`src/rtl/mem_addr_burst_reg_pkg.sv`:
```
// Shared types and constants for the burst-capable memory address register.
// Provides the FSM state enum, default widths and the select-index width helper.
package mem_addr_pkg;

    typedef enum logic {
        IDLE  = 1'b0,
        BURST = 1'b1
    } burst_state_e;

    localparam int ADDR_W_DEF = 22;
    localparam int LEN_W_DEF  = 8;

    // A single bus still needs a one-bit index to address the bus array.
    function automatic int sel_width(input int numBus);
        if (numBus <= 2) begin
            return 1;
        end
        return $clog2(numBus);
    endfunction

endpackage

```
`src/rtl/mem_addr_burst_reg_burst_len_counter.sv`:
```
// Burst beat counter: loads the programmed length, counts down on each beat
// and flags the final beat (remaining == 1).
module burst_len_counter #(
    parameter int LEN_W = 8
) (
    input  logic             clk,
    input  logic             rst,
    input  logic             load_i,
    input  logic [LEN_W-1:0] len_i,
    input  logic             dec_i,
    output logic             last_o
);

    logic [LEN_W-1:0] remaining_q;
    logic [LEN_W-1:0] remaining_d;

    always_comb begin
        remaining_d = remaining_q;
        if (load_i) begin
            remaining_d = len_i;
        end else if (dec_i && (remaining_q != '0)) begin
            remaining_d = remaining_q - LEN_W'(1);
        end
    end

    always_ff @(posedge clk) begin
        if (rst) begin
            remaining_q <= '0;
        end else begin
            remaining_q <= remaining_d;
        end
    end

    assign last_o = (remaining_q == LEN_W'(1));

endmodule

```
`src/rtl/mem_addr_burst_reg.sv`:
```
// Memory address register with fixed-priority bus load and auto-increment bursts.
// Optional sticky address-overflow flag enabled by defining MEM_ADDR_OVF_DETECT_EN.
module mem_addr_burst_reg
    import mem_addr_pkg::*;
#(
    parameter int ADDR_W  = ADDR_W_DEF,
    parameter int NUM_BUS = 2,
    parameter int LEN_W   = LEN_W_DEF,
    parameter int STRIDE  = 1
) (
    input  logic                      clk,
    input  logic                      rst,
    input  logic [NUM_BUS*ADDR_W-1:0] bus_data,
    input  logic [NUM_BUS-1:0]        bus_in,
    input  logic                      burst_start,
    input  logic [LEN_W-1:0]          burst_len,
    input  logic                      burst_abort,
    input  logic                      mem_ack,
    output logic [ADDR_W-1:0]         mem_address,
    output logic                      mem_valid,
    output logic                      busy,
    output logic                      burst_done,
    output logic                      addr_ovf
);

    localparam int SEL_W = sel_width(NUM_BUS);

    burst_state_e      state_q;
    burst_state_e      state_d;
    logic [ADDR_W-1:0] addr_q;
    logic [ADDR_W-1:0] addr_d;
    logic              done_q;
    logic              done_d;

    logic [ADDR_W-1:0] busArr [NUM_BUS];
    logic [SEL_W-1:0]  selIdx;
    logic              loadHit;
    logic [ADDR_W-1:0] loadAddr;
    logic [ADDR_W-1:0] addrInc;

    logic              cntLoad;
    logic              cntDec;
    logic              cntLast;

    always_comb begin
        for (int i = 0; i < NUM_BUS; i++) begin
            busArr[i] = bus_data[i*ADDR_W +: ADDR_W];
        end
    end

    // Scan from the top so the lowest set strobe is the last to win.
    always_comb begin
        loadHit = |bus_in;
        selIdx  = '0;
        for (int i = NUM_BUS - 1; i >= 0; i--) begin
            if (bus_in[i]) begin
                selIdx = SEL_W'(i);
            end
        end
        loadAddr = busArr[selIdx];
    end

`ifdef MEM_ADDR_OVF_DETECT_EN
    localparam logic [ADDR_W:0] STEP_EXT = (ADDR_W + 1)'(STRIDE);

    logic [ADDR_W:0] incrSum;
    logic            ovf_q;

    assign incrSum = {1'b0, addr_q} + STEP_EXT;
    assign addrInc = incrSum[ADDR_W-1:0];

    always_ff @(posedge clk) begin
        if (rst) begin
            ovf_q <= 1'b0;
        end else if ((state_q == IDLE) && (loadHit || burst_start)) begin
            ovf_q <= 1'b0;
        end else if ((state_q == BURST) && !burst_abort && mem_ack && incrSum[ADDR_W]) begin
            ovf_q <= 1'b1;
        end
    end

    assign addr_ovf = ovf_q;
`else
    localparam logic [ADDR_W-1:0] STEP = ADDR_W'(STRIDE);

    assign addrInc  = addr_q + STEP;
    assign addr_ovf = 1'b0;
`endif

    // Abort is checked before ack so an aborted beat never advances the address.
    always_comb begin
        state_d = state_q;
        addr_d  = addr_q;
        done_d  = 1'b0;
        cntLoad = 1'b0;
        cntDec  = 1'b0;
        case (state_q)
            IDLE: begin
                if (loadHit) begin
                    addr_d = loadAddr;
                end
                if (burst_start && (burst_len != '0)) begin
                    state_d = BURST;
                    cntLoad = 1'b1;
                end
            end
            BURST: begin
                if (burst_abort) begin
                    state_d = IDLE;
                end else if (mem_ack) begin
                    addr_d = addrInc;
                    cntDec = 1'b1;
                    if (cntLast) begin
                        state_d = IDLE;
                        done_d  = 1'b1;
                    end
                end
            end
            default: begin
                state_d = IDLE;
            end
        endcase
    end

    always_ff @(posedge clk) begin
        if (rst) begin
            state_q <= IDLE;
            addr_q  <= '0;
            done_q  <= 1'b0;
        end else begin
            state_q <= state_d;
            addr_q  <= addr_d;
            done_q  <= done_d;
        end
    end

    burst_len_counter #(
        .LEN_W (LEN_W)
    ) u_len_counter (
        .clk    (clk),
        .rst    (rst),
        .load_i (cntLoad),
        .len_i  (burst_len),
        .dec_i  (cntDec),
        .last_o (cntLast)
    );

    assign mem_address = addr_q;
    assign mem_valid   = (state_q == BURST);
    assign busy        = (state_q == BURST);
    assign burst_done  = done_q;

endmodule

```
`config.mk`:
```
export PLATFORM = sky130hd
export DESIGN_NAME = mem_addr_burst_reg
export DESIGN_NICKNAME = d
export VERILOG_FILES = /design/src/rtl/mem_addr_burst_reg_pkg.sv /design/src/rtl/mem_addr_burst_reg_burst_len_counter.sv /design/src/rtl/mem_addr_burst_reg.sv
export SDC_FILE = /design/constraint.sdc
export NUM_CORES = 1
export LEC_CHECK = 0
export CORE_MARGIN = 2
export CORE_UTILIZATION = 30
export DETAILED_ROUTE_END_ITERATION = 7
export HOLD_SLACK_MARGIN = 0.12
export PLACE_DENSITY = 0.55
export REMOVE_ABC_BUFFERS = 1
export SLEW_MARGIN = 0
export SYNTH_ARGS = -nofsm -noshare
export SYNTH_HDL_FRONTEND = slang
export SYNTH_SLANG_ARGS = --single-unit
```
`constraint.sdc`:
```
create_clock -name clk -period 5 [get_ports clk]
set_input_delay 1 -clock clk [delete_from_list [all_inputs] [get_ports clk]]
set_output_delay 1 -clock clk [all_outputs]
set_load 0.005 [all_outputs]
```
==> results of run 1 <==
[routing by layer]
| metal | global-route usage [%] | vias up | wire [um] | part of all wire (%) |
|---|---|---|---|---|
| li1 | - | 1276 | - | - |
| met1 | 24.2 | 1171 | 3380 | 47 |
| met2 | 29.5 | 62 | 3450 | 48 |
| met3 | 3.69 | 2 | 360 | 5.0 |
| met4 | 4.49 | 0 | 30 | 0.42 |
| met5 | 0 | - | 0 | 0 |
[metrics by stage]
| stage | setup slack (ns) | std cells | util [%] |
|---|---|---|---|
| 6_report | 2.11 | 476 | 43.9 |
| 3_3_place_gp | 1.87 | 468 | 42.4 |
| 4_1_cts | 2.14 | 476 | 43.9 |
| 2_1_floorplan | 2.68 | 283 | - |
| 3_5_place_dp | 1.84 | 468 | 42.4 |
| 5_1_grt | 1.93 | 476 | 43.9 |
[report_power, final]
group | leakage, nW | switching (mW) | internal, mW
combinational | 0.796 | 0.0950 | 0.117
sequential | 0.264 | 0.0319 | 0.278
clock | 0.0552 | 0.0992 | 0.148
total | 1.12 | 0.226 | 0.543
[state kept, by name, indices dropped and copies added (netlist names)]
signal and cells:
u_len_counter.remaining_q 8, busy 1, mem_address 22, burst_done 1
[tightest hold or removal path, stage by stage (launching register included)]
cell     delay, ns
dfxtp_1       0.34
nand3_1       0.08
a21oi_1       0.06
[final cells by class]
class,instances,area [um2]
fill,780,4050
multi-input combinational,242,1410
timing repair buffer,86,853
sequential,32,641
tap,99,124
clock buffer,6,72.6
clock inverter,2,35.0
inverter,9,33.8
[placed cells by master (no fill, tap or decap), types with 5 or more instances in the layout]
cell type and instances:
or3_1 5, mux2i_1 6, a21oi_1 31, dfxtp_1 32, clkbuf_8 5, a31oi_1 12
a22oi_1 6, nand4_1 11, nor2_1 24, nor3_1 7, a211oi_1 6, nand2_1 45
clkdlybuf4s50_1 83, inv_1 8, or4_1 5, o22ai_1 6, nand3_1 21, o21ai_0 8
[kinds of logic after synthesis]
family          after synthesis  share of synthesized area [%]
compound gates               87                           25.1
xor+xnor                      1                          0.396
fa+ha+maj                     3                           1.70
buf+inv                      29                           7.46
flops                        32                           28.9
mux                           6                           2.71
other cells                   1                          0.169
simple gates                144                           33.6
[worst max path at each step]
stage | end | cells after the start
after floorplan | mem_address[15] | 5
after global placement | mem_address[2] | 6
after detailed placement | mem_address[15] | 6
after CTS | mem_address[15] | 6
after global routing | mem_address[0] | 6
final | mem_address[15] | 6
==> impl_results.md, run 1 <==
- P_leak: 1.12 nW
- Detailed-route wire length: 7.22 mm
- Antenna-violating nets left: 0
- Post-synth top area cell: dfxtp_1
- Final Hold Slack: 0.526 ns
- Syn Inst Count: 303
- Starting Density: 30.7%
- Skew final: 0.00642 ns
- GRT Util Overall: 18.0%
- Peak Freq: 346 MHz
- Port Buf Inserts: 83
- Synth top area cells: dfxtp_1, nand2_1, a21oi_1
- Vias per cell: 5.28
- Hold path cells: 2
- Startpoint type of the worst setup path: primary input
- Slew Viols, Final: 0
- CP Capture Type: register
- Nets: 438
- Core Box Area: 7210 um2
- Pwr Density: 243 nW/um2
- Critical Path RT: 5.21 ns
- First-pass GRT wire length: 12.1 mm
- Worst R2R Path Depth: 6
- Kind of cell with the highest combined delay on the critical path: simple AND/OR/NAND/NOR gates
- Drt pass-1 iters: 4
- Die width: 89.9 um
- Maxcap violations: 0
- Dominant synthesized flop cell: dfxtp_1
- Overall Power: 769 uW
- Skew-Pair Late Insertion Delay: 0.28 ns
- Wire length per cell: 15.2 um
- H-tree depth: 2
- Fraction of registers with async set/reset: 0%
- WS Path Type: primary input to register
- Via count: 2511
- End of the worst register-to-register path: mem_address[15]
- Worst Path Arrival: 3.10 ns
- Status: finished clean
- CTS max path bufs: 2
- Slowest stage cell, crit path: nand2_1
- Max stage delay on crit path: 0.57 ns
- Yosys reg bits: 32
- Setup bufs post-CTS: 0
- Tmin final: 2.89 ns
- RD Place Congestion: 0.809
- Top cell type's share of synthesized area: 28.9%
- Number of synthesized flops with an enable pin: 0
- TritonCTS clock tree: done
- Setup TNS: 0 ns
- Worst Tran Pin Value: 0.884 ns
- Row cnt: 31
- Synth unique cells: 57
- Count leader, synth: nand2_1
- Buf+Inv Stages, Crit Path: 1
- I/O pin total: 85
- RSZ-0062 raised after global routing: no
- Root Driver: clkbuf_8
- Syn Area/Cell: 7.31 um2
- Vias in the first global route: 2371
- Hold Buf Count CTS: 0
- Design Area, Final: 3170 um2
- DP HPWL: 5.18 mm
- Worst IR drop on VDD: 0.0926 mV
- R2r startpoint: busy
- Die area: 8090 um2
- Fin crit share: 57.9%
- Post-Syn Area: 2210 um2
- Largest net degree at the start of global routing: 34
- DRC: 0
- Hold/Removal Path Class: register to register
- Post-CTS Resized: 0
- Hold EP: u_len_counter.remaining_q[3]
- Commonest cells post-synth: nand2_1, dfxtp_1, a21oi_1, nor2_1, nand3_1
- Seq/Total Area, Yosys: 28.9%
- Flop2flop setup slack: 2.53 ns
- Final Hold Violating Endpoints: 0
- Diode count: 0
- CTS Sinks: 32
- Placed inst area: 3060 um2
- Die Span Y: 89.9 um
- Total CTS buffers: 5
- DR iter-0 viols: 84
- Area growth from synthesis to layout: 43.1%
- Share of post-route cells with drive strength above 1: 6.10%
- Slew margin rel.: 41.1%
- Setup crit start: burst_abort
- GR Overflow Total: 0
- Worst-path maximum fanout: 19
- Final setup viols: 0
- Crit-path cells: clkdlybuf4s50_1 > nand3b_2 > nand2_1 > nand4_1 > or3_1 > a31oi_1
- Initial antenna violation count: 0
- Start point of the worst hold path: u_len_counter.remaining_q[3]
- CTS clock-pin slew for the worst setup and hold paths: 0.07 ns
- Warnings from Yosys: 0
Note: power is estimated with default switching activity, not from simulation.
==> run 2, diff against run 1 <==
==> constraint.sdc (replaced) <==
create_clock -name clk -period 2.7 [get_ports clk]
set_input_delay 0.54 -clock clk [delete_from_list [all_inputs] [get_ports clk]]
set_output_delay 0.54 -clock clk [all_outputs]
set_load 0.005 [all_outputs]
==> impl_results.md, run 2 (same netlist as run 1, synthesis figures left out) <==
- Nets: 450 (+2.7%)
- First-pass GRT wire length: 12.2 mm (+1.3%)
- P_leak: 1.17 nW (+4.8%)
- Final setup viols: 0 (unchanged)
- Via count: 2570 (+2.3%)
- Slowest stage cell, crit path: clkdlybuf4s50_1
- Initial antenna violation count: 0 (unchanged)
- Status: finished clean
- Skew final: 0.0102 ns (+0.00375 ns)
- Slew Viols, Final: 0 (unchanged)
- Share of post-route cells with drive strength above 1: 9.25% (+3.2 points)
- Hold/Removal Path Class: register to register
- Overall Power: 1.37 mW (+79%)
- Setup crit start: busy
- Pwr Density: 423 nW/um2 (+74%)
- RSZ-0062 raised after global routing: no
- End of the worst register-to-register path: u_len_counter.remaining_q[7]
- CTS max path bufs: 2 (unchanged)
- Final worst slack: 0.468 ns (-1.64 ns)
- Port Buf Inserts: 83 (unchanged)
- Final Hold Violating Endpoints: 0 (unchanged)
- Startpoint type of the worst setup path: register
- Worst R2R Path Depth: 5 (-1)
- Buf+Inv Stages, Crit Path: 2 (+1)
- Drt pass-1 iters: 4 (unchanged)
- Setup bufs post-CTS: 0 (unchanged)
- GRT Util Overall: 18.4% (+0.43 points)
- Pre-CTS setup slack: 0.316 ns (-1.52 ns)
- Row cnt: 31 (unchanged)
- Most frequent cells in the layout: clkdlybuf4s50_1, nand2_1, dfxtp_1
- DRC: 0 (unchanged)
- Critical Path RT: 2.16 ns (-3.05 ns)
- Die width: 89.9 um (unchanged)
- Critical Path Sink: mem_valid
- TritonCTS clock tree: done
- CTS Sinks: 32 (unchanged)
- DP HPWL: 5.50 mm (+6.3%)
- Largest register FFs: 22 (unchanged)
- CP Depth: 2 (-4)
- Antenna-violating nets left: 0 (unchanged)
- Largest net degree at the start of global routing: 24 (-29%)
- Max stage delay on crit path: 0.56 ns (about the same)
- Wire length per cell: 14.8 um (-2.1%)
- Fin crit share: 82.7%
- Vias per cell: 5.27 (-0.17%)
- Vias in the first global route: 2439 (+2.9%)
- Die Span Y: 89.9 um (unchanged)
- Flop2flop setup slack: 0.68 ns (-1.85 ns)
- Worst Tran Pin Value: 0.639 ns (-0.245 ns)
- Detailed-route wire length: 7.25 mm (+0.40%)
- CTS clock-pin slew for the worst setup and hold paths: 0.07 ns (about the same)
- CP Capture Type: output pin
- Worst IR drop on VDD: 0.170 mV (+84%)
- Total CTS buffers: 5 (unchanged)
- Worst Path Arrival: 1.69 ns (-1.41 ns)
- Worst-path maximum fanout: 23 (+4)
- Diode count: 0 (unchanged)
- Root Driver: clkbuf_8
- Core Box Area: 7210 um2 (unchanged)
- Maxcap violations: 0 (unchanged)
- Tmin final: 2.23 ns
- Hold Buf Count CTS: 0 (unchanged)
- Commonest non-fill, non-tap cell in the layout: clkdlybuf4s50_1
- Slew margin rel.: 57.0% (+16 points)
- GR Overflow Total: 0 (unchanged)
- Starting Density: 30.7% (unchanged)
- WS Path Type: register to output pin
- Peak Freq: 448 MHz
- Kind of cell with the highest combined delay on the critical path: buffers and inverters
- Setup TNS: 0 ns (unchanged)
- Area growth from synthesis to layout: 46.4%
- R2r startpoint: busy
- Skew-Pair Late Insertion Delay: 0.28 ns (about the same)
- DR iter-0 viols: 113 (+35%)
- Crit-path cells: buf_4 > clkdlybuf4s50_1
- I/O pin total: 85 (unchanged)
- H-tree depth: 2 (unchanged)
- RD Place Congestion: 0.822 (+1.6%)
- Die area: 8090 um2 (unchanged)
- Post-CTS Resized: 0 (unchanged)
==> run 2: cell types whose count changed in the layout (fill, tap and decap cells not counted) <==
cell,delta
clkbuf_1,-1
buf_4,+12
clkbuf_8,+1
clkinv_2,+1
bufinv_16,-1
==> run 2: worst min path at each step <==
stage | slack (ns) | to | depth (start not counted) | startpoint
after detailed placement | 0.51 | mem_address[1] | 2 | mem_address[1]
after global placement | 0.50 | u_len_counter.remaining_q[7] | 2 | u_len_counter.remaining_q[7]
after floorplan | 0.47 | u_len_counter.remaining_q[3] | 2 | u_len_counter.remaining_q[3]
after CTS | 0.52 | mem_address[1] | 2 | mem_address[1]
after global routing | 0.55 | u_len_counter.remaining_q[3] | 2 | u_len_counter.remaining_q[3]
final | 0.51 | u_len_counter.remaining_q[3] | 2 | u_len_counter.remaining_q[3]
==> run 2: report_power, final <==
group	switching, mW	internal, mW
registers	0.0584	0.515
logic	0.180	0.230
clock network	0.186	0.203
==> run 2: worst register-to-register path: stages (launching register included) <==
cell	delay [ns]
dfxtp_1	0.51
inv_2	0.25
nor3b_2	0.41
nand3_1	0.15
or3_1	0.36
a311oi_1	0.25
==> run 2: per-layer routing <==
layer / global-route usage (%) / up-vias / wire length (um)
met3: 3.86 / 6 / 419
met4: 6.28 / 0 / 87
met1: 24.0 / 1199 / 3350
met2: 30.3 / 68 / 3390
li1: - / 1297 / -
met5: 0 / - / 0
==> run 2: layout make-up <==
type,count,area [um2]
Multi-Input combinational cell,242,1410
Clock inverter,2,10.0
Timing Repair Buffer,98,943
Sequential cell,32,641
Fill cell,751,3970
Tap cell,99,124
Clock buffer,6,82.6
Inverter,9,33.8
==> run 2: metrics by stage <==
step                      utilization (%)  hold slack, ns  cell area [um2]  instances
final                                45.0           0.515             3240        488
after global placement               43.7           0.504             3150        480
after floorplan                         -           0.467             2080        283
after global routing                 45.0           0.546             3240        488
after detailed placement             43.7           0.510             3150        480
after CTS                            45.0           0.516             3240        488
==> run 3, diff against run 2 <==
--- a/config.mk
+++ b/config.mk
@@ -9,7 +9,7 @@
 export CORE_UTILIZATION = 30
 export DETAILED_ROUTE_END_ITERATION = 7
 export HOLD_SLACK_MARGIN = 0.12
-export PLACE_DENSITY = 0.55
+export PLACE_DENSITY = 0.58
 export REMOVE_ABC_BUFFERS = 1
 export SLEW_MARGIN = 0
 export SYNTH_ARGS = -nofsm -noshare
==> constraint.sdc (replaced) <==
create_clock -name clk -period 2 [get_ports clk]
set_input_delay 0.4 -clock clk [delete_from_list [all_inputs] [get_ports clk]]
set_output_delay 0.4 -clock clk [all_outputs]
set_load 0.005 [all_outputs]
==> impl_results.md, run 3 (same netlist as run 1, synthesis figures left out) <==
- Hold/Removal Path Class: register to register
- Total CTS buffers: 5 (unchanged)
- Hold path cells: 2 (unchanged)
- Flop2flop setup slack: 0.16 ns (-0.52 ns)
- First-pass GRT wire length: 12.2 mm (-0.11%)
- TritonCTS clock tree: done
- Fin crit share: 92.1%
- GR Overflow Total: 0 (unchanged)
- Die Span Y: 89.9 um (unchanged)
- Fin cells: 512 (+4.9%)
- Core Box Area: 7210 um2 (unchanged)
- Crit-path cells: and4_1 > and2b_1 > nand2_4 > or4_1 > a31oi_1
- Worst Path Arrival: 2.06 ns (+0.37 ns)
- Final Hold Violating Endpoints: 0 (unchanged)
- Critical Path RT: 2.22 ns (+0.06 ns)
- Final worst slack: 0.157 ns (-0.311 ns)
- Slew Viols, Final: 0 (unchanged)
- RSZ-0062 raised after global routing: no
- Logic pwr share: 33.4% (+3.5 points)
- Pre-CTS setup slack: -0.102 ns (-0.418 ns)
- Setup TNS: 0 ns (unchanged)
- Die width: 89.9 um (unchanged)
- Sequential group share of total power: 41.1% (-0.6 points)
- Int Pwr: 1.29 mW (+36%)
- Clk pwr share: 25.5% (-2.9 points)
- GRT Util Overall: 18.2% (-0.17 points)
- Worst IR drop on VDD: 0.213 mV (+25%)
- Psw: 568 uW (+34%)
- CTS max path bufs: 2 (unchanged)
- Starting Density: 30.7% (unchanged)
- P_leak: 1.29 nW (+10%)
- Layout Utilization: 47.7% (+2.8 points)
- Port Buf Inserts: 83 (unchanged)
- Maxcap violations: 0 (unchanged)
- DRC: 0 (unchanged)
- Area growth from synthesis to layout: 55.4%
- Worst R2R Path Depth: 5 (unchanged)
- Placed insts: 505 (+5.2%)
- Commonest non-fill, non-tap cell in the layout: clkdlybuf4s50_1
- Via count: 2622 (+2.0%)
- Vias in the first global route: 2600 (+6.6%)
- Skew-Pair Late Insertion Delay: 0.29 ns (about the same)
- H-tree depth: 2 (unchanged)
- Largest net degree at the start of global routing: 20 (-17%)
- Peak Freq: 543 MHz
- Sw Share: 30.6% (-0.29 points)
- Skew final: 0.00276 ns (-0.00741 ns)
- Largest register FFs: 22 (unchanged)
- Initial antenna violation count: 0 (unchanged)
- Detailed-route wire length: 7.37 mm (+1.8%)
- Antenna-violating nets left: 0 (unchanged)
- Worst-path maximum fanout: 8 (-65%)
- Row cnt: 31 (unchanged)
- CTS Sinks: 32 (unchanged)
- WS Path Type: register to register
- Most frequent cells in the layout: clkdlybuf4s50_1, nand2_1, buf_4
- DR iter-0 viols: 190 (+68%)
- Nets: 475 (+5.6%)
- I/O pin total: 85 (unchanged)
- Tmin final: 1.84 ns
- Root Driver: clkbuf_8
- CP Capture Type: register
- CTS clock-pin slew for the worst setup and hold paths: 0.07 ns (about the same)
- DP HPWL: 5.81 mm (+5.6%)
- Vias per cell: 5.12 (-2.8%)
- Status: finished clean
- Slowest stage cell, crit path: or4_1
- Max stage delay on crit path: 0.47 ns (-0.09 ns)
- Diode count: 0 (unchanged)
- Startpoint type of the worst setup path: register
- Die area: 8090 um2 (unchanged)
- Drt pass-1 iters: 4 (unchanged)
- Final setup viols: 0 (unchanged)
- RD Place Congestion: 0.860 (+4.7%)
- Pwr Density: 539 nW/um2 (+27%)
- Wire length per cell: 14.4 um (-3.0%)
- Share of post-route cells with drive strength above 1: 14.5% (+5.3 points)
- Setup bufs post-CTS: 0 (unchanged)
-- run 3: what timing repair did --
item	CTS	global route
resized for setup	0	1
setup endpoints to repair	0	2
hold buffers	0	0
-- run 3: path summary, 6_finish.rpt --
kind,startpoint,end
setup / recovery,mem_address[11],mem_address[19]
setup reg to reg,mem_address[11],mem_address[19]
hold / removal,u_len_counter.remaining_q[3],u_len_counter.remaining_q[3]
hold reg to reg,u_len_counter.remaining_q[3],u_len_counter.remaining_q[3]
-- run 3: power groups by stage --
stage               Clock [mW]  Sequential (mW)  Combinational [mW]
floorplan                    0            0.778               0.233
global placement             0            0.775               0.618
detailed placement           0            0.775               0.621
CTS                      0.487            0.761               0.625
global route             0.517            0.772               0.683
finish                   0.474            0.762               0.619
-- run 3: through the flow --
step                cell area, um2  total power, mW  hold WS [ns]
floorplan                     2080             1.01         0.467
global placement              3360             1.39         0.502
detailed placement            3360             1.40         0.505
CTS                           3440             1.87         0.515
global route                  3440             1.97         0.536
finish                        3440             1.86         0.512
-- run 3: layout make-up --
class	count	area [um2]
multi-input combinational	242	1410
tap	99	124
clock inverter	1	5.00
fill	735	3770
clock buffer	6	72.6
inverter	9	33.8
timing repair buffer	123	1160
sequential	32	642
-- run 3: per-layer routing --
layer | share of wire [%] | GRT usage [%] | vias up
met5 | 0 | 0 | -
met4 | 0.96 | 4.49 | 0
met3 | 5.2 | 4.61 | 7
met2 | 47 | 30.4 | 63
met1 | 47 | 23.7 | 1215
li1 | - | - | 1337
-- run 3: critical path: cells and delay by family (launching register included) --
family	cells	cell delay, ns
AND/OR/NAND/NOR	4	1.22
flip-flops	1	0.39
AO/OA/AOI/OAI	1	0.16
